### src/rtl/ps2_pkg.sv
// -----------------------------------------------------------------------------
// ps2_pkg
// Shared definitions for the PS/2 mouse host sequencer: controller state
// encoding, PS/2 mouse command and response byte values, and a small helper
// that identifies the states belonging to an in-flight user command.
// -----------------------------------------------------------------------------
package ps2_pkg;

   typedef enum logic [3:0] {
      ST_SEND_RST,  // issue 0xFF reset
      ST_TX_RST,    // wait for transceiver to finish sending 0xFF
      ST_ACK_RST,   // wait for 0xFA
      ST_BAT,       // wait for 0xAA self-test result
      ST_ID,        // wait for 0x00 device id
      ST_SEND_EN,   // issue 0xF4 enable reporting
      ST_TX_EN,     // wait for transceiver to finish sending 0xF4
      ST_ACK_EN,    // wait for 0xFA
      ST_STREAM,    // forwarding mouse data, accepting user commands
      ST_SEND_CMD,  // issue captured user command
      ST_TX_CMD,    // wait for transceiver to finish sending user command
      ST_ACK_CMD,   // wait for 0xFA, forwarding any other traffic
      ST_FAIL       // init exhausted its retries; waits for start
   } state_t;

   localparam logic [7:0] CMD_RESET    = 8'hFF;
   localparam logic [7:0] CMD_ENABLE   = 8'hF4;
   localparam logic [7:0] RSP_ACK      = 8'hFA;
   localparam logic [7:0] RSP_RESEND   = 8'hFE;
   localparam logic [7:0] RSP_BAT_OK   = 8'hAA;
   localparam logic [7:0] RSP_BAT_FAIL = 8'hFC;
   localparam logic [7:0] MOUSE_ID     = 8'h00;

   // True while a user command owns the transmitter.
   function automatic logic is_cmd_state(input state_t s);
      return (s == ST_SEND_CMD) || (s == ST_TX_CMD) || (s == ST_ACK_CMD);
   endfunction

endpackage

### src/rtl/ps2_timeout_cnt.sv
// -----------------------------------------------------------------------------
// ps2_timeout_cnt
// Free-running saturating cycle counter used as the response watchdog.
//   clk, reset : clock, asynchronous active-high reset
//   clr        : synchronous clear to zero (highest priority after reset)
//   load       : synchronous load of load_val
//   load_val   : value loaded when load is high
//   limit      : compare value
//   hit        : high while the count equals limit
// The count sticks at all-ones so a long wait never wraps back through limit.
// -----------------------------------------------------------------------------
module ps2_timeout_cnt #(
   parameter int W = 8
) (
   input  logic         clk,
   input  logic         reset,
   input  logic         clr,
   input  logic         load,
   input  logic [W-1:0] load_val,
   input  logic [W-1:0] limit,
   output logic         hit
);

   logic [W-1:0] cnt;

   // NOTE: sequential state is written with <= so every register samples the
   // pre-edge values of its inputs, independent of block ordering.
   always_ff @(posedge clk or posedge reset) begin
      if (reset)
         cnt <= '0;
      else if (clr)
         cnt <= '0;
      else if (load)
         cnt <= load_val;
      else if (cnt != '1)
         cnt <= cnt + 1'b1;
   end

   assign hit = (cnt == limit);

endmodule

### src/rtl/ps2_mouse_ctrl.sv
// -----------------------------------------------------------------------------
// ps2_mouse_ctrl
// Host-side sequencer sitting on top of a PS/2 rx/tx transceiver pair.
// After reset it initialises the mouse (0xFF reset -> FA/AA/00, then 0xF4
// enable -> FA), then streams received bytes out and lets one user command
// port borrow the transmitter, handling ACK, resend and timeouts.
//   clk, reset    : clock, asynchronous active-high reset
//   start         : pulse, restart initialisation from any state
//   wr_ps2        : one-cycle write strobe to the transceiver
//   tx_data       : byte for the transceiver, held until the next write
//   tx_done_tick  : transceiver finished sending
//   rx_done_tick  : transceiver received rx_data
//   cmd_req       : user command request (level, sampled in stream mode)
//   cmd_byte      : user command byte, captured on acceptance
//   cmd_busy      : user command in flight
//   cmd_done      : pulse, user command acknowledged
//   cmd_err       : pulse, user command gave up after MAX_RETRY retries
//   data_tick     : pulse, data_out holds a forwarded mouse byte
//   data_out      : forwarded mouse byte
//   ready         : initialisation complete (stream mode)
//   init_err      : initialisation failed
// -----------------------------------------------------------------------------
module ps2_mouse_ctrl
   import ps2_pkg::*;
#(
   parameter int ACK_TIMEOUT = 1_000_000,
   parameter int BAT_TIMEOUT = 50_000_000,
   parameter int MAX_RETRY   = 3
) (
   input  logic       clk,
   input  logic       reset,
   input  logic       start,
   output logic       wr_ps2,
   output logic [7:0] tx_data,
   input  logic       tx_done_tick,
   input  logic       rx_done_tick,
   input  logic [7:0] rx_data,
   input  logic       cmd_req,
   input  logic [7:0] cmd_byte,
   output logic       cmd_busy,
   output logic       cmd_done,
   output logic       cmd_err,
   output logic       data_tick,
   output logic [7:0] data_out,
   output logic       ready,
   output logic       init_err
);

   localparam int TW = $clog2(BAT_TIMEOUT + 1);
   localparam int RW = (MAX_RETRY < 1) ? 1 : $clog2(MAX_RETRY + 1);

   localparam logic [TW-1:0] ACK_LIM   = TW'(ACK_TIMEOUT);
   localparam logic [TW-1:0] BAT_LIM   = TW'(BAT_TIMEOUT);
   localparam logic [RW-1:0] RETRY_LIM = RW'(MAX_RETRY);

   state_t        state, state_nxt;
   logic [RW-1:0] init_retry, init_retry_nxt;
   logic [RW-1:0] cmd_retry, cmd_retry_nxt;
   logic [7:0]    cmd_reg, cmd_reg_nxt;
   logic [7:0]    tx_data_nxt, data_out_nxt;
   logic          wr_nxt, done_nxt, err_nxt, tick_nxt;
   logic          init_retry_req, cmd_retry_req, fwd;
   logic [TW-1:0] timer_limit;
   logic          timer_clr, timeout;

   // Watchdog restarts on every state change; only BAT gets the long limit.
   assign timer_limit = (state == ST_BAT) ? BAT_LIM : ACK_LIM;
   assign timer_clr   = (state_nxt != state);

   ps2_timeout_cnt #(
      .W (TW)
   ) u_timer (
      .clk      (clk),
      .reset    (reset),
      .clr      (timer_clr),
      .load     (1'b0),
      .load_val ({TW{1'b0}}),
      .limit    (timer_limit),
      .hit      (timeout)
   );

   // Level outputs decode straight from the state register; SEND_RST is the
   // reset state, so all three are low during reset.
   assign ready    = (state == ST_STREAM) || is_cmd_state(state);
   assign cmd_busy = is_cmd_state(state);
   assign init_err = (state == ST_FAIL);

   always_ff @(posedge clk or posedge reset) begin
      if (reset)
         state <= ST_SEND_RST;
      else
         state <= state_nxt;
   end

   // NOTE: every variable gets a default before the case so no path leaves
   // one unassigned, which would otherwise infer a latch.
   always_comb begin
      state_nxt      = state;
      init_retry_nxt = init_retry;
      cmd_retry_nxt  = cmd_retry;
      cmd_reg_nxt    = cmd_reg;
      tx_data_nxt    = tx_data;
      data_out_nxt   = data_out;
      wr_nxt         = 1'b0;
      done_nxt       = 1'b0;
      err_nxt        = 1'b0;
      tick_nxt       = 1'b0;
      init_retry_req = 1'b0;
      cmd_retry_req  = 1'b0;
      fwd            = 1'b0;

      if (start) begin
         // Abandons anything in flight, including a user command, silently.
         state_nxt      = ST_SEND_RST;
         init_retry_nxt = '0;
         cmd_retry_nxt  = '0;
      end else begin
         // In every wait state a received byte is evaluated before the
         // timeout, so a byte arriving on the expiry cycle still counts.
         unique case (state)
            ST_SEND_RST: begin
               wr_nxt      = 1'b1;
               tx_data_nxt = CMD_RESET;
               state_nxt   = ST_TX_RST;
            end
            ST_TX_RST: begin
               if (tx_done_tick) state_nxt = ST_ACK_RST;
               else if (timeout) init_retry_req = 1'b1;
            end
            ST_ACK_RST: begin
               if (rx_done_tick) begin
                  if (rx_data == RSP_ACK)         state_nxt = ST_BAT;
                  else if (rx_data == RSP_RESEND) init_retry_req = 1'b1;
               end else if (timeout) begin
                  init_retry_req = 1'b1;
               end
            end
            ST_BAT: begin
               if (rx_done_tick) begin
                  if (rx_data == RSP_BAT_OK)        state_nxt = ST_ID;
                  else if (rx_data == RSP_BAT_FAIL) init_retry_req = 1'b1;
               end else if (timeout) begin
                  init_retry_req = 1'b1;
               end
            end
            ST_ID: begin
               if (rx_done_tick) begin
                  if (rx_data == MOUSE_ID) state_nxt = ST_SEND_EN;
                  else                     init_retry_req = 1'b1;
               end else if (timeout) begin
                  init_retry_req = 1'b1;
               end
            end
            ST_SEND_EN: begin
               wr_nxt      = 1'b1;
               tx_data_nxt = CMD_ENABLE;
               state_nxt   = ST_TX_EN;
            end
            ST_TX_EN: begin
               if (tx_done_tick) state_nxt = ST_ACK_EN;
               else if (timeout) init_retry_req = 1'b1;
            end
            ST_ACK_EN: begin
               if (rx_done_tick) begin
                  if (rx_data == RSP_ACK)         state_nxt = ST_STREAM;
                  else if (rx_data == RSP_RESEND) init_retry_req = 1'b1;
               end else if (timeout) begin
                  init_retry_req = 1'b1;
               end
            end
            ST_STREAM: begin
               fwd = rx_done_tick;
               if (cmd_req) begin
                  cmd_reg_nxt    = cmd_byte;
                  init_retry_nxt = '0;
                  cmd_retry_nxt  = '0;
                  state_nxt      = ST_SEND_CMD;
               end
            end
            ST_SEND_CMD: begin
               wr_nxt      = 1'b1;
               tx_data_nxt = cmd_reg;
               state_nxt   = ST_TX_CMD;
            end
            ST_TX_CMD: begin
               if (tx_done_tick) state_nxt = ST_ACK_CMD;
               else if (timeout) cmd_retry_req = 1'b1;
            end
            ST_ACK_CMD: begin
               if (rx_done_tick) begin
                  if (rx_data == RSP_ACK) begin
                     done_nxt  = 1'b1;
                     state_nxt = ST_STREAM;
                  end else if (rx_data == RSP_RESEND) begin
                     cmd_retry_req = 1'b1;
                  end else begin
                     // Movement packets can interleave with the ACK.
                     fwd = 1'b1;
                  end
               end else if (timeout) begin
                  cmd_retry_req = 1'b1;
               end
            end
            ST_FAIL: ;
            default: state_nxt = ST_SEND_RST;
         endcase

         // One retry budget covers the entire init sequence.
         if (init_retry_req) begin
            if (init_retry == RETRY_LIM) begin
               state_nxt = ST_FAIL;
            end else begin
               init_retry_nxt = init_retry + 1'b1;
               state_nxt      = ST_SEND_RST;
            end
         end

         if (cmd_retry_req) begin
            if (cmd_retry == RETRY_LIM) begin
               err_nxt   = 1'b1;
               state_nxt = ST_STREAM;
            end else begin
               cmd_retry_nxt = cmd_retry + 1'b1;
               state_nxt     = ST_SEND_CMD;
            end
         end

         if (fwd) begin
            tick_nxt     = 1'b1;
            data_out_nxt = rx_data;
         end

         if ((state_nxt == ST_STREAM) && (state != ST_STREAM)) begin
            init_retry_nxt = '0;
            cmd_retry_nxt  = '0;
         end
      end
   end

   // NOTE: every register here, including the captured command byte, is
   // reset so outputs are clean zeros from the moment reset asserts.
   always_ff @(posedge clk or posedge reset) begin
      if (reset) begin
         init_retry <= '0;
         cmd_retry  <= '0;
         cmd_reg    <= '0;
         tx_data    <= '0;
         data_out   <= '0;
         wr_ps2     <= 1'b0;
         cmd_done   <= 1'b0;
         cmd_err    <= 1'b0;
         data_tick  <= 1'b0;
      end else begin
         init_retry <= init_retry_nxt;
         cmd_retry  <= cmd_retry_nxt;
         cmd_reg    <= cmd_reg_nxt;
         tx_data    <= tx_data_nxt;
         data_out   <= data_out_nxt;
         wr_ps2     <= wr_nxt;
         cmd_done   <= done_nxt;
         cmd_err    <= err_nxt;
         data_tick  <= tick_nxt;
      end
   end

endmodule
### config.mk
export PLATFORM = sky130hd
export DESIGN_NAME = ps2_mouse_ctrl
export DESIGN_NICKNAME = d
export VERILOG_FILES = /design/src/rtl/ps2_pkg.sv /design/src/rtl/ps2_timeout_cnt.sv /design/src/rtl/ps2_mouse_ctrl.sv
export SDC_FILE = /design/constraint.sdc
export NUM_CORES = 1
export LEC_CHECK = 0
export CAP_MARGIN = 15
export CORE_MARGIN = 4
export CORE_UTILIZATION = 45
export CTS_CLUSTER_DIAMETER = 40
export CTS_CLUSTER_SIZE = 28
export DETAILED_ROUTE_END_ITERATION = 10
export HOLD_SLACK_MARGIN = 0.12
export PLACE_DENSITY = 0.69
export SETUP_SLACK_MARGIN = 0.5
export SKIP_CTS_REPAIR_TIMING = 1
export SYNTH_ARGS = -nofsm -noshare
export SYNTH_HDL_FRONTEND = slang
export SYNTH_HIERARCHICAL = 1
export SYNTH_SLANG_ARGS = --single-unit
### constraint.sdc
create_clock -name clk -period 14.4 [get_ports clk]
set_clock_uncertainty 0.2 [all_clocks]
set_input_delay 1.44 -clock clk [delete_from_list [all_inputs] [get_ports clk]]
set_output_delay 1.44 -clock clk [all_outputs]
set_load 0.01 [all_outputs]
==> results.sh, run 1 <==
export IMPL_cell_count_after_synthesis=455
export IMPL_m1WireLength_mm=4.095
export IMPL_final_antenna_net_count=0
export IMPL_syn_area_um2=3904
export IMPL_irDropWorstVdd_uv=53.65
export IMPL_largest_reg_flops=26
export IMPL_met3RoutedLength_um=452
export IMPL_ys_types=56
export IMPL_via_count_of_the_first_global_routing_pass=3298
export IMPL_cp_start_kind="register"
export IMPL_iteration_0_drc_count_of_the_detailed_router=189
export IMPL_vias=3385
export IMPL_drcViolationCount=0
export IMPL_synthesis_area_per_instance_um2=8.580
export IMPL_area_growth_syn_to_layout_pct=21.35
export IMPL_die_height_um=101.1
export IMPL_worst_slew_pin_slew_ps=1428
export IMPL_pre_cts_slack_ps=7662
export IMPL_final_core_util=0.5680
export IMPL_post_route_worst_setup_slack_ps=7611
export IMPL_globalRouteTotalUtil=0.1926
export IMPL_netlist_top_cells_area="sky130_fd_sc_hd__dfrtp_1, sky130_fd_sc_hd__nand2_1, sky130_fd_sc_hd__xnor2_1"
export IMPL_multi_input_combinational_cell_area_um2=2331
export IMPL_timing_critical_path_to_type="register"
export IMPL_die_w_um=101.1
export IMPL_gp_congestion=0.8584
export IMPL_outcome="finished, final reports clean"
export IMPL_die_area_um2=10230
export IMPL_n_antenna_cell=0
export IMPL_setup_tns_ps=0
export IMPL_clk_buf_depth=2
export IMPL_power_density_nw_per_um2=100.6
export IMPL_r2r_worst_path_cells=18
export IMPL_core_um2=8341
export IMPL_postRouteWirelength_mm=9.203
export IMPL_registers_top_by_ff_count="u_timer/cnt"
export IMPL_finalMaxSlewViolations=0
export IMPL_r2r_start="state[0]"
export IMPL_fin_crit_sh=0.4714
export IMPL_max_freq_mhz=147.3
export IMPL_detail_route_first_pass_iterations=4
export IMPL_total_design_power_mw=0.4766
export IMPL_timing_setup_critical_path_class="reg2reg"
export IMPL_synth_top_cell_area_share=0.3974
export IMPL_pin_count_of_the_biggest_net_entering_global_routing=37
export IMPL_fraction_of_final_layout_cells_with_drive_strength_greater_than_1=0.07721
export IMPL_cp_max_fo=26
export IMPL_final_min_clock_period_ps=6789
export IMPL_initial_core_util=0.4680
export IMPL_clkSinkCount=62
export IMPL_min_delay_start="data_out[7]"
export IMPL_setup_violations=0
export IMPL_grt_overflow_total=0
export IMPL_dp_hpwl_mm=6.556
export IMPL_synth_seq_cells=62
export IMPL_critical_path_required_ps=14430
export IMPL_clk_transition_reported_paths_ps=90
export IMPL_final_hold_violations=0
export IMPL_cts_inserted_buffers=9
export IMPL_avgRoutedWirePerCell_um=14.47
export IMPL_worstSkewPairLatency_ps=350
export IMPL_synth_sequential_area_ratio=0.3974
export IMPL_grt_first_pass_wirelength_mm=15.89
export IMPL_layout_fillers=766
export IMPL_synthArstFlopShare=1.000
export IMPL_drt_vias_per_instance=5.322
export IMPL_maxSlewHeadroom=0.04628
export IMPL_setup_repair_after_global_routing_missed_its_margin="false"
export IMPL_top_layer="met4"
export IMPL_power_leakage_nw=2.021
export IMPL_synth_edf_count=0
export IMPL_holdCritPathClass="reg2reg"
export IMPL_cts_tree="yes"
export IMPL_place_port_buffers=44
export IMPL_cts_root_buffer_cell="sky130_fd_sc_hd__clkbuf_8"
export IMPL_dp_cells=619
export IMPL_area_sequential_um2=1551
export IMPL_grt_antenna_before_repair=0
export IMPL_io_pins=45
export IMPL_cp_startpoint="state[0]"
export IMPL_synth_ff_type="sky130_fd_sc_hd__dfrtp_1"
export IMPL_timing_max_cap_violations=0
export IMPL_synth_largest_area_cell="sky130_fd_sc_hd__dfrtp_1"
export IMPL_clock_tree_htree_level_count=3
export IMPL_rows=33
export IMPL_ys_warnings_count=6
export IMPL_wl_met2_mm=4.568
export IMPL_instances_no_fill=636
export IMPL_count_of_cells_along_the_worst_hold_path=2
export IMPL_layout_nets=551
export IMPL_worst_path_arrival_ps=6820
[path summary, 6_finish.rpt]
path	end	slack (ps)
min	data_out[7]	280
max	u_timer/cnt[1]	7610
min in group asynchronous	u_timer/cnt[5]	1280
max in group asynchronous	u_timer/cnt[23]	12210
min reg2reg	data_out[7]	280
max reg2reg	u_timer/cnt[1]	7610
[power by group]
group | internal (mW) | total [mW] | switching (mW)
registers | 0.192 | 0.219 | 0.0273
clock network | 0.0820 | 0.160 | 0.0778
logic | 0.0476 | 0.0980 | 0.0504
total | 0.321 | 0.477 | 0.155
[layout by cell type, fill, tap and decap left out, types with 4 or more instances in the layout]
cell / instances
sky130_fd_sc_hd__and3_1: 4
sky130_fd_sc_hd__nor4_1: 7
sky130_fd_sc_hd__dfrtp_1: 62
sky130_fd_sc_hd__a21oi_1: 18
sky130_fd_sc_hd__nand2_1: 87
sky130_fd_sc_hd__inv_1: 13
sky130_fd_sc_hd__o21ai_0: 17
sky130_fd_sc_hd__clkdlybuf4s50_1: 44
sky130_fd_sc_hd__and4_1: 4
sky130_fd_sc_hd__or3_1: 4
sky130_fd_sc_hd__o211ai_1: 17
sky130_fd_sc_hd__mux2_2: 11
sky130_fd_sc_hd__nand4_1: 12
sky130_fd_sc_hd__xor2_1: 25
sky130_fd_sc_hd__nor3_1: 13
sky130_fd_sc_hd__nor2b_1: 4
sky130_fd_sc_hd__conb_1: 41
sky130_fd_sc_hd__nand3b_1: 5
sky130_fd_sc_hd__nor2_1: 34
sky130_fd_sc_hd__xnor2_1: 26
sky130_fd_sc_hd__nand3_1: 18
sky130_fd_sc_hd__clkbuf_8: 9
[cell type report]
class                      instances  share of cell area
inverter                          15             0.01189
clock buffer                       9             0.02615
clock inverter                     7             0.01690
multi-input combinational        392              0.4921
timing repair buffer              46             0.09773
tap                              105             0.02773
sequential                        62              0.3275
[cell families (layout without fill, tap and decap cells)]
| group | after synthesis | count (layout) | synth area share |
|---|---|---|---|
| AOI/OAI and AO/OA | 69 | 69 | 0.1141 |
| xor gates and xnor gates | 51 | 51 | 0.1144 |
| adders and majority gates | 3 | 3 | 0.009616 |
| buffers and inverters | 40 | 77 | 0.04295 |
| DFF | 62 | 62 | 0.3974 |
| muxes | 16 | 16 | 0.04712 |
| other | 2 | 41 | 0.001924 |
| and+or+nand+nor | 212 | 212 | 0.2724 |
[layer usage]
layer	global-route usage	vias to the layer above
li1	-	1678
met1	0.2524	1617
met2	0.3234	79
met3	0.04063	11
met4	0.05215	0
met5	0	-
[cells in the mapped netlist, drive strengths merged, types with 2 or more instances]
master,number
nand3,19
o21ai,18
a21o,3
mux2,13
ha,3
nand4,12
and4,4
dfrtp,62
or4b,3
and3,5
mux2i,3
clkinv,2
or3,4
nor4b,3
a211oi,2
nor2b,4
nor2,34
inv,13
nand2,87
or2,2
clkbuf,13
nor3b,3
nand3b,5
a21oi,18
conb,2
nor3,14
nand2b,2
xor2,25
nor4,8
o211ai,18
o21a,2
xnor2,26
buf,12
[worst max-delay path, cell delays in order (launching register included)]
cell and delay [ps]:
sky130_fd_sc_hd__dfrtp_1 740, sky130_fd_sc_hd__nand3_1 410, sky130_fd_sc_hd__inv_1 480, sky130_fd_sc_hd__xor2_1 120, sky130_fd_sc_hd__nor4_1 370, sky130_fd_sc_hd__nand3_1 120, sky130_fd_sc_hd__nor4_1 670, sky130_fd_sc_hd__inv_1 170
sky130_fd_sc_hd__o32ai_1 230, sky130_fd_sc_hd__nand3b_1 160, sky130_fd_sc_hd__and3_4 200, sky130_fd_sc_hd__mux2_4 210, sky130_fd_sc_hd__or4b_1 430, sky130_fd_sc_hd__nand4_1 100, sky130_fd_sc_hd__nand4_1 340, sky130_fd_sc_hd__nor2_1 290
sky130_fd_sc_hd__nand2_1 70, sky130_fd_sc_hd__or4b_1 890, sky130_fd_sc_hd__mux2_4 440
[per-stage QoR]
step                      instance area [um2]  hold slack (ps)
after detailed placement                 4518            263.3
final                                    4737            276.1
after global routing                     4737            311.8
after global placement                   4518            254.7
after floorplan                          4050            273.9
after CTS                                4722            284.4
No activity file was read; power rests on OpenSTA's default activity.
==> run 2: changes to the inputs <==
--- a/config.mk
+++ b/config.mk
@@ -12,7 +12,7 @@
 export CTS_CLUSTER_SIZE = 28
 export DETAILED_ROUTE_END_ITERATION = 10
 export HOLD_SLACK_MARGIN = 0.12
-export PLACE_DENSITY = 0.69
+export PLACE_DENSITY = 0.72
 export SETUP_SLACK_MARGIN = 0.5
 export SKIP_CTS_REPAIR_TIMING = 1
 export SYNTH_ARGS = -nofsm -noshare
==> constraint.sdc (replaced) <==
create_clock -name clk -period 6.1 [get_ports clk]
set_clock_uncertainty 0.2 [all_clocks]
set_input_delay 0.61 -clock clk [delete_from_list [all_inputs] [get_ports clk]]
set_output_delay 0.61 -clock clk [all_outputs]
set_load 0.01 [all_outputs]
==> results.sh, run 2 (synthesis results as in run 1) <==
export IMPL_outcome="finished, final reports clean"
export IMPL_gp_congestion=0.8826
export IMPL_r2r_worst_path_cells=21
export IMPL_crit_buf_inv=4
export IMPL_n_antenna_cell=0
export IMPL_sw_frac_of_total=0.3181
export IMPL_avgRoutedWirePerCell_um=14.69
export IMPL_vias=3481
export IMPL_instances_no_fill=645
export IMPL_combinationalPowerShare=0.211
export IMPL_timing_max_cap_violations=0
export IMPL_setup_violations=0
export IMPL_fin_crit_sh=0.8514
export IMPL_initial_core_util=0.4680
export IMPL_power_sequential_fraction=0.432
export IMPL_clock_tree_htree_level_count=3
export IMPL_core_um2=8341
export IMPL_globalRouteTotalUtil=0.1906
export IMPL_die_w_um=101.1
export IMPL_clkSinkCount=62
export IMPL_area_sequential_um2=1553
export IMPL_cts_root_buffer_cell="sky130_fd_sc_hd__clkbuf_8"
export IMPL_setup_repair_after_global_routing_missed_its_margin="false"
export IMPL_pwr_share_clk=0.357
export IMPL_final_antenna_net_count=0
export IMPL_grt_util_met1=0.2448
export IMPL_clk_transition_reported_paths_ps=80
export IMPL_area_growth_syn_to_layout_pct=24.87
export IMPL_critical_path_required_ps=6170
export IMPL_timing_setup_critical_path_class="reg2reg"
export IMPL_path_depth=21
export IMPL_die_height_um=101.1
export IMPL_worst_slew_pin_slew_ps=1356
export IMPL_count_of_cells_along_the_worst_hold_path=2
export IMPL_setup_tns_ps=0
export IMPL_die_area_um2=10230
export IMPL_fraction_of_final_layout_cells_with_drive_strength_greater_than_1=0.1000
export IMPL_iteration_0_drc_count_of_the_detailed_router=97
export IMPL_global_route_peak_usage_layer="met2"
export IMPL_final_hold_violations=0
export IMPL_dominant_delay_contributor_by_cell_family_on_the_critical_path="simple AND/OR/NAND/NOR gates"
export IMPL_final_min_clock_period_ps=5193
export IMPL_clk_buf_depth=2
export IMPL_grt_antenna_before_repair=0
export IMPL_cts_tree="yes"
export IMPL_irDropWorstVdd_uv=115.9
export IMPL_finalMaxSlewViolations=0
export IMPL_layout_fillers=761
export IMPL_postRouteWirelength_mm=9.473
export IMPL_cp_max_fo=18
export IMPL_drcViolationCount=0
export IMPL_fin_hold_ws_ps=276.5
export IMPL_layout_cells_most_common="sky130_fd_sc_hd__nand2_1"
export IMPL_dp_cells=624
export IMPL_rows=33
export IMPL_grt_overflow_total=0
export IMPL_pin_count_of_the_biggest_net_entering_global_routing=37
export IMPL_timing_critical_path_to_type="register"
export IMPL_holdCritPathClass="reg2reg"
export IMPL_cp_slowest_cell="sky130_fd_sc_hd__or4b_1"
export IMPL_dp_hpwl_mm=6.614
export IMPL_cp_cell_sequence="nor2_1 > nand3_4 > clkinvlp_4 > xor2_1 > nor4_1 > nand3_1 > nor4_4 > inv_1 > nor3_1 > a22oi_2 > and3_4 > mux2_4 > or4b_1 > nand4_1 > nand4_1 > buf_4 > nor2_1 > nand2_1 > or4b_1 > buf_4 > o211ai_1"
export IMPL_max_freq_mhz=192.6
export IMPL_worst_path_largest_cell_delay_ps=630
export IMPL_registers_top_by_ff_count="u_timer/cnt"
export IMPL_largest_reg_flops=26
export IMPL_detail_route_first_pass_iterations=4
export IMPL_worstSkewPairLatency_ps=350
export IMPL_mostFrequentLayoutCells="sky130_fd_sc_hd__nand2_1, sky130_fd_sc_hd__dfrtp_1, sky130_fd_sc_hd__clkdlybuf4s50_1"
export IMPL_io_pins=45
export IMPL_power_leakage_nw=2.087
export IMPL_cp_start_kind="register"
export IMPL_worst_path_arrival_ps=5260
export IMPL_internal_power_mw=0.8081
export IMPL_place_port_buffers=44
export IMPL_power_density_nw_per_um2=243.1
export IMPL_grt_first_pass_wirelength_mm=15.73
export IMPL_layout_nets=560
export IMPL_multi_input_combinational_cell_area_um2=2359
export IMPL_cts_inserted_buffers=9
export IMPL_grt_met3_usage=0.03788
export IMPL_via_count_of_the_first_global_routing_pass=3338
export IMPL_drt_vias_per_instance=5.397
export IMPL_met2_usage=0.3199
export IMPL_p_sw_mw=0.3770
export IMPL_maxSlewHeadroom=0.09441
run 2: changes by cell type in the layout (fill, tap and decap cells not counted), sizes merged:
cell,previous run,this run
bufinv,1,2
clkinvlp,2,3
buf,2,10
inv,16,15
run 2: worst reg2reg max path, stage by stage (launching register included):
cell	delay, ps
sky130_fd_sc_hd__dfrtp_1	380
sky130_fd_sc_hd__nor2_1	330
sky130_fd_sc_hd__nand3_4	200
sky130_fd_sc_hd__clkinvlp_4	180
sky130_fd_sc_hd__xor2_1	80
sky130_fd_sc_hd__nor4_1	290
sky130_fd_sc_hd__nand3_1	160
sky130_fd_sc_hd__nor4_4	370
sky130_fd_sc_hd__inv_1	120
sky130_fd_sc_hd__nor3_1	210
sky130_fd_sc_hd__a22oi_2	140
sky130_fd_sc_hd__and3_4	200
sky130_fd_sc_hd__mux2_4	210
sky130_fd_sc_hd__or4b_1	430
sky130_fd_sc_hd__nand4_1	100
sky130_fd_sc_hd__nand4_1	90
sky130_fd_sc_hd__buf_4	180
sky130_fd_sc_hd__nor2_1	160
sky130_fd_sc_hd__nand2_1	70
sky130_fd_sc_hd__or4b_1	630
sky130_fd_sc_hd__buf_4	280
sky130_fd_sc_hd__o211ai_1	110
run 2: power by group through the flow:
stage	clock network [mW]	logic, mW	registers [mW]
2_1_floorplan	0	0.165	0.503
3_3_place_gp	0	0.232	0.516
3_5_place_dp	0	0.238	0.519
4_1_cts	0.430	0.240	0.510
5_1_grt	0.449	0.278	0.520
6_report	0.423	0.250	0.512
run 2: path summary, 6_finish.rpt:
path	from	to	slack, ps
worst max-delay path	state[3]	u_timer/cnt[13]	910
worst min-delay path	tx_data[7]	tx_data[7]	280
worst max register to register	state[3]	u_timer/cnt[13]	910
worst min register to register	tx_data[7]	tx_data[7]	280
max in group asynchronous	reset	u_timer/cnt[19]	4850
min in group asynchronous	reset	u_timer/cnt[5]	400
run 2: layer usage:
layer  routed length [um]  share of wire  up-vias
li1                     -              -     1698
met1                 4187           0.44     1657
met2                 4599           0.49      118
met3                  601          0.063        8
met4                   84         0.0089        0
met5                    0              0        -
run 2: area by class of cell:
class	count	share of cell area
Clock buffer	9	0.02541
Clock inverter	7	0.02156
Inverter	15	0.01232
Multi-Input combinational cell	392	0.4838
Sequential cell	62	0.3185
Timing Repair inverter	1	0.001540
Tap cell	105	0.02695
Timing Repair Buffer	54	0.1099
run 2: through the flow:
step / setup WS (ps) / instance area (um2) / power [mW] / utilization
3_5_place_dp: 292.9 / 4556 / 0.7568 / 0.5462
3_3_place_gp: 569.6 / 4556 / 0.7484 / 0.5462
2_1_floorplan: 931.0 / 4050 / 0.6675 / -
4_1_cts: 271.7 / 4785 / 1.181 / 0.5737
5_1_grt: 483.9 / 4875 / 1.246 / 0.5845
6_report: 906.5 / 4875 / 1.185 / 0.5845
==> run 3: changes to the inputs <==
--- a/config.mk
+++ b/config.mk
@@ -12,7 +12,8 @@
 export CTS_CLUSTER_SIZE = 28
 export DETAILED_ROUTE_END_ITERATION = 10
 export HOLD_SLACK_MARGIN = 0.12
-export PLACE_DENSITY = 0.72
+export PLACE_DENSITY = 0.78
+export REMOVE_ABC_BUFFERS = 1
 export SETUP_SLACK_MARGIN = 0.5
 export SKIP_CTS_REPAIR_TIMING = 1
 export SYNTH_ARGS = -nofsm -noshare
==> results.sh, run 3 (synthesis results as in run 1) <==
export IMPL_holdCritPathClass="reg2reg"
export IMPL_cts_tree="yes"
export IMPL_power_leakage_nw=2.020
export IMPL_grt_first_pass_wirelength_mm=15.28
export IMPL_drcViolationCount=0
export IMPL_io_pins=45
export IMPL_die_height_um=101.1
export IMPL_setup_violations=0
export IMPL_clkSinkCount=62
export IMPL_rows=33
export IMPL_layout_cells_most_common="sky130_fd_sc_hd__nand2_1"
export IMPL_worst_slew_pin_slew_ps=1315
export IMPL_vias=3481
export IMPL_clk_transition_reported_paths_ps=70
export IMPL_layout_nets=557
export IMPL_largest_reg_flops=26
export IMPL_layout_fillers=743
export IMPL_pin_count_of_the_biggest_net_entering_global_routing=37
export IMPL_final_core_util=0.5707
export IMPL_dp_cells=624
export IMPL_timing_setup_critical_path_class="reg2reg"
export IMPL_mostFrequentLayoutCells="sky130_fd_sc_hd__nand2_1, sky130_fd_sc_hd__dfrtp_1, sky130_fd_sc_hd__clkdlybuf4s50_1"
export IMPL_iteration_0_drc_count_of_the_detailed_router=178
export IMPL_outcome="finished, final reports clean"
export IMPL_worst_path_arrival_ps=5430
export IMPL_grt_antenna_before_repair=0
export IMPL_met3RoutedLength_um=723
export IMPL_timing_critical_path_to_type="register"
export IMPL_grt_overflow_total=0
export IMPL_cp_start_kind="register"
export IMPL_maxSlewHeadroom=0.1216
export IMPL_timing_max_cap_violations=0
export IMPL_n_antenna_cell=0
export IMPL_area_growth_syn_to_layout_pct=21.92
export IMPL_detail_route_first_pass_iterations=5
export IMPL_irDropWorstVdd_uv=119.7
export IMPL_final_min_clock_period_ps=5373
export IMPL_cts_root_buffer_cell="sky130_fd_sc_hd__clkbuf_8"
export IMPL_power_density_nw_per_um2=227.2
export IMPL_critical_path_required_ps=6160
export IMPL_cp_max_fo=20
export IMPL_globalRouteTotalUtil=0.1860
export IMPL_instances_no_fill=642
export IMPL_clk_buf_depth=2
export IMPL_final_hold_violations=0
export IMPL_avgRoutedWirePerCell_um=14.57
export IMPL_dp_hpwl_mm=6.584
export IMPL_gp_congestion=0.8756
export IMPL_cts_inserted_buffers=9
export IMPL_postRouteWirelength_mm=9.352
export IMPL_setup_repair_after_global_routing_missed_its_margin="false"
export IMPL_drt_vias_per_instance=5.422
export IMPL_fin_crit_sh=0.8808
export IMPL_registers_top_by_ff_count="u_timer/cnt"
export IMPL_worstSkewPairLatency_ps=350
export IMPL_final_antenna_net_count=0
export IMPL_die_w_um=101.1
export IMPL_die_area_um2=10230
export IMPL_finalMaxSlewViolations=0
export IMPL_max_freq_mhz=186.1
export IMPL_setup_tns_ps=0
export IMPL_wl_met2_mm=4.474
export IMPL_m1WireLength_mm=4.032
export IMPL_via_count_of_the_first_global_routing_pass=3260
export IMPL_initial_core_util=0.4680
export IMPL_top_layer="met4"
export IMPL_place_port_buffers=44
export IMPL_clock_tree_htree_level_count=3
export IMPL_core_um2=8341
export IMPL_fraction_of_final_layout_cells_with_drive_strength_greater_than_1=0.09497
run 3: layout make-up:
| cell class | instances | area, um2 | share of cell area |
|---|---|---|---|
| clock buffers | 10 | 137.6 | 0.02892 |
| clock inverters | 6 | 37.54 | 0.007886 |
| inverters | 15 | 60.06 | 0.01262 |
| multi-input cells | 392 | 2342 | 0.4921 |
| flip-flops and latches | 62 | 1553 | 0.3262 |
| well taps | 105 | 131.4 | 0.02760 |
| repair buffers | 51 | 493.0 | 0.1036 |
| repair inverters | 1 | 5.005 | 0.001052 |
run 3: through the flow:
step                      setup slack [ps]  hold WS [ps]  instance area (um2)  power, mW
after floorplan                      531.3         273.9                 3939     0.6578
final                                727.1         268.3                 4760      1.081
after CTS                            336.3         272.4                 4731      1.077
after global routing                 432.4         297.0                 4760      1.140
after detailed placement             359.5         256.3                 4556     0.7550
after global placement               654.0         250.2                 4556     0.7447
run 3: worst paths after layout:
check,from,to,slack [ps],cells after the start
min in group asynchronous,reset,data_out[4],490,3
min,tx_data[4],tx_data[4],270,2
min reg2reg,tx_data[4],tx_data[4],270,2
max reg2reg,state[3],u_timer/cnt[13],730,20
max,state[3],u_timer/cnt[13],730,20
max in group asynchronous,reset,u_timer/cnt[0],4450,2
run 3: critical path, stage by stage, from the launching register on:
cell                         delay, ps
sky130_fd_sc_hd__dfrtp_1           380
sky130_fd_sc_hd__nor2_1            290
sky130_fd_sc_hd__nand3_2           250
sky130_fd_sc_hd__clkinvlp_2        280
sky130_fd_sc_hd__xor2_1            100
sky130_fd_sc_hd__nor4_1            350
sky130_fd_sc_hd__nand3_1           170
sky130_fd_sc_hd__nor4_2            390
sky130_fd_sc_hd__inv_1             150
sky130_fd_sc_hd__nor3_1            230
sky130_fd_sc_hd__a22oi_2           140
sky130_fd_sc_hd__and3_4            200
sky130_fd_sc_hd__mux2_4            210
sky130_fd_sc_hd__or4b_1            430
sky130_fd_sc_hd__nand4_1           100
sky130_fd_sc_hd__nand4_1           120
sky130_fd_sc_hd__nor2_1            200
sky130_fd_sc_hd__nand2_1            70
sky130_fd_sc_hd__or4b_1            620
sky130_fd_sc_hd__buf_4             270
sky130_fd_sc_hd__o211ai_1          110
run 3: where the power goes:
part           total [mW]  internal [mW]  switching, mW
Sequential          0.514          0.453         0.0611
Combinational       0.244          0.116          0.127
Clock               0.324          0.156          0.168
Total                1.08          0.725          0.357
run 3: metal layers:
layer,vias to the layer above,global-route usage
li1,1684,-
met1,1639,0.2464
met2,140,0.2993
met3,18,0.04683
met4,0,0.06033
met5,-,0
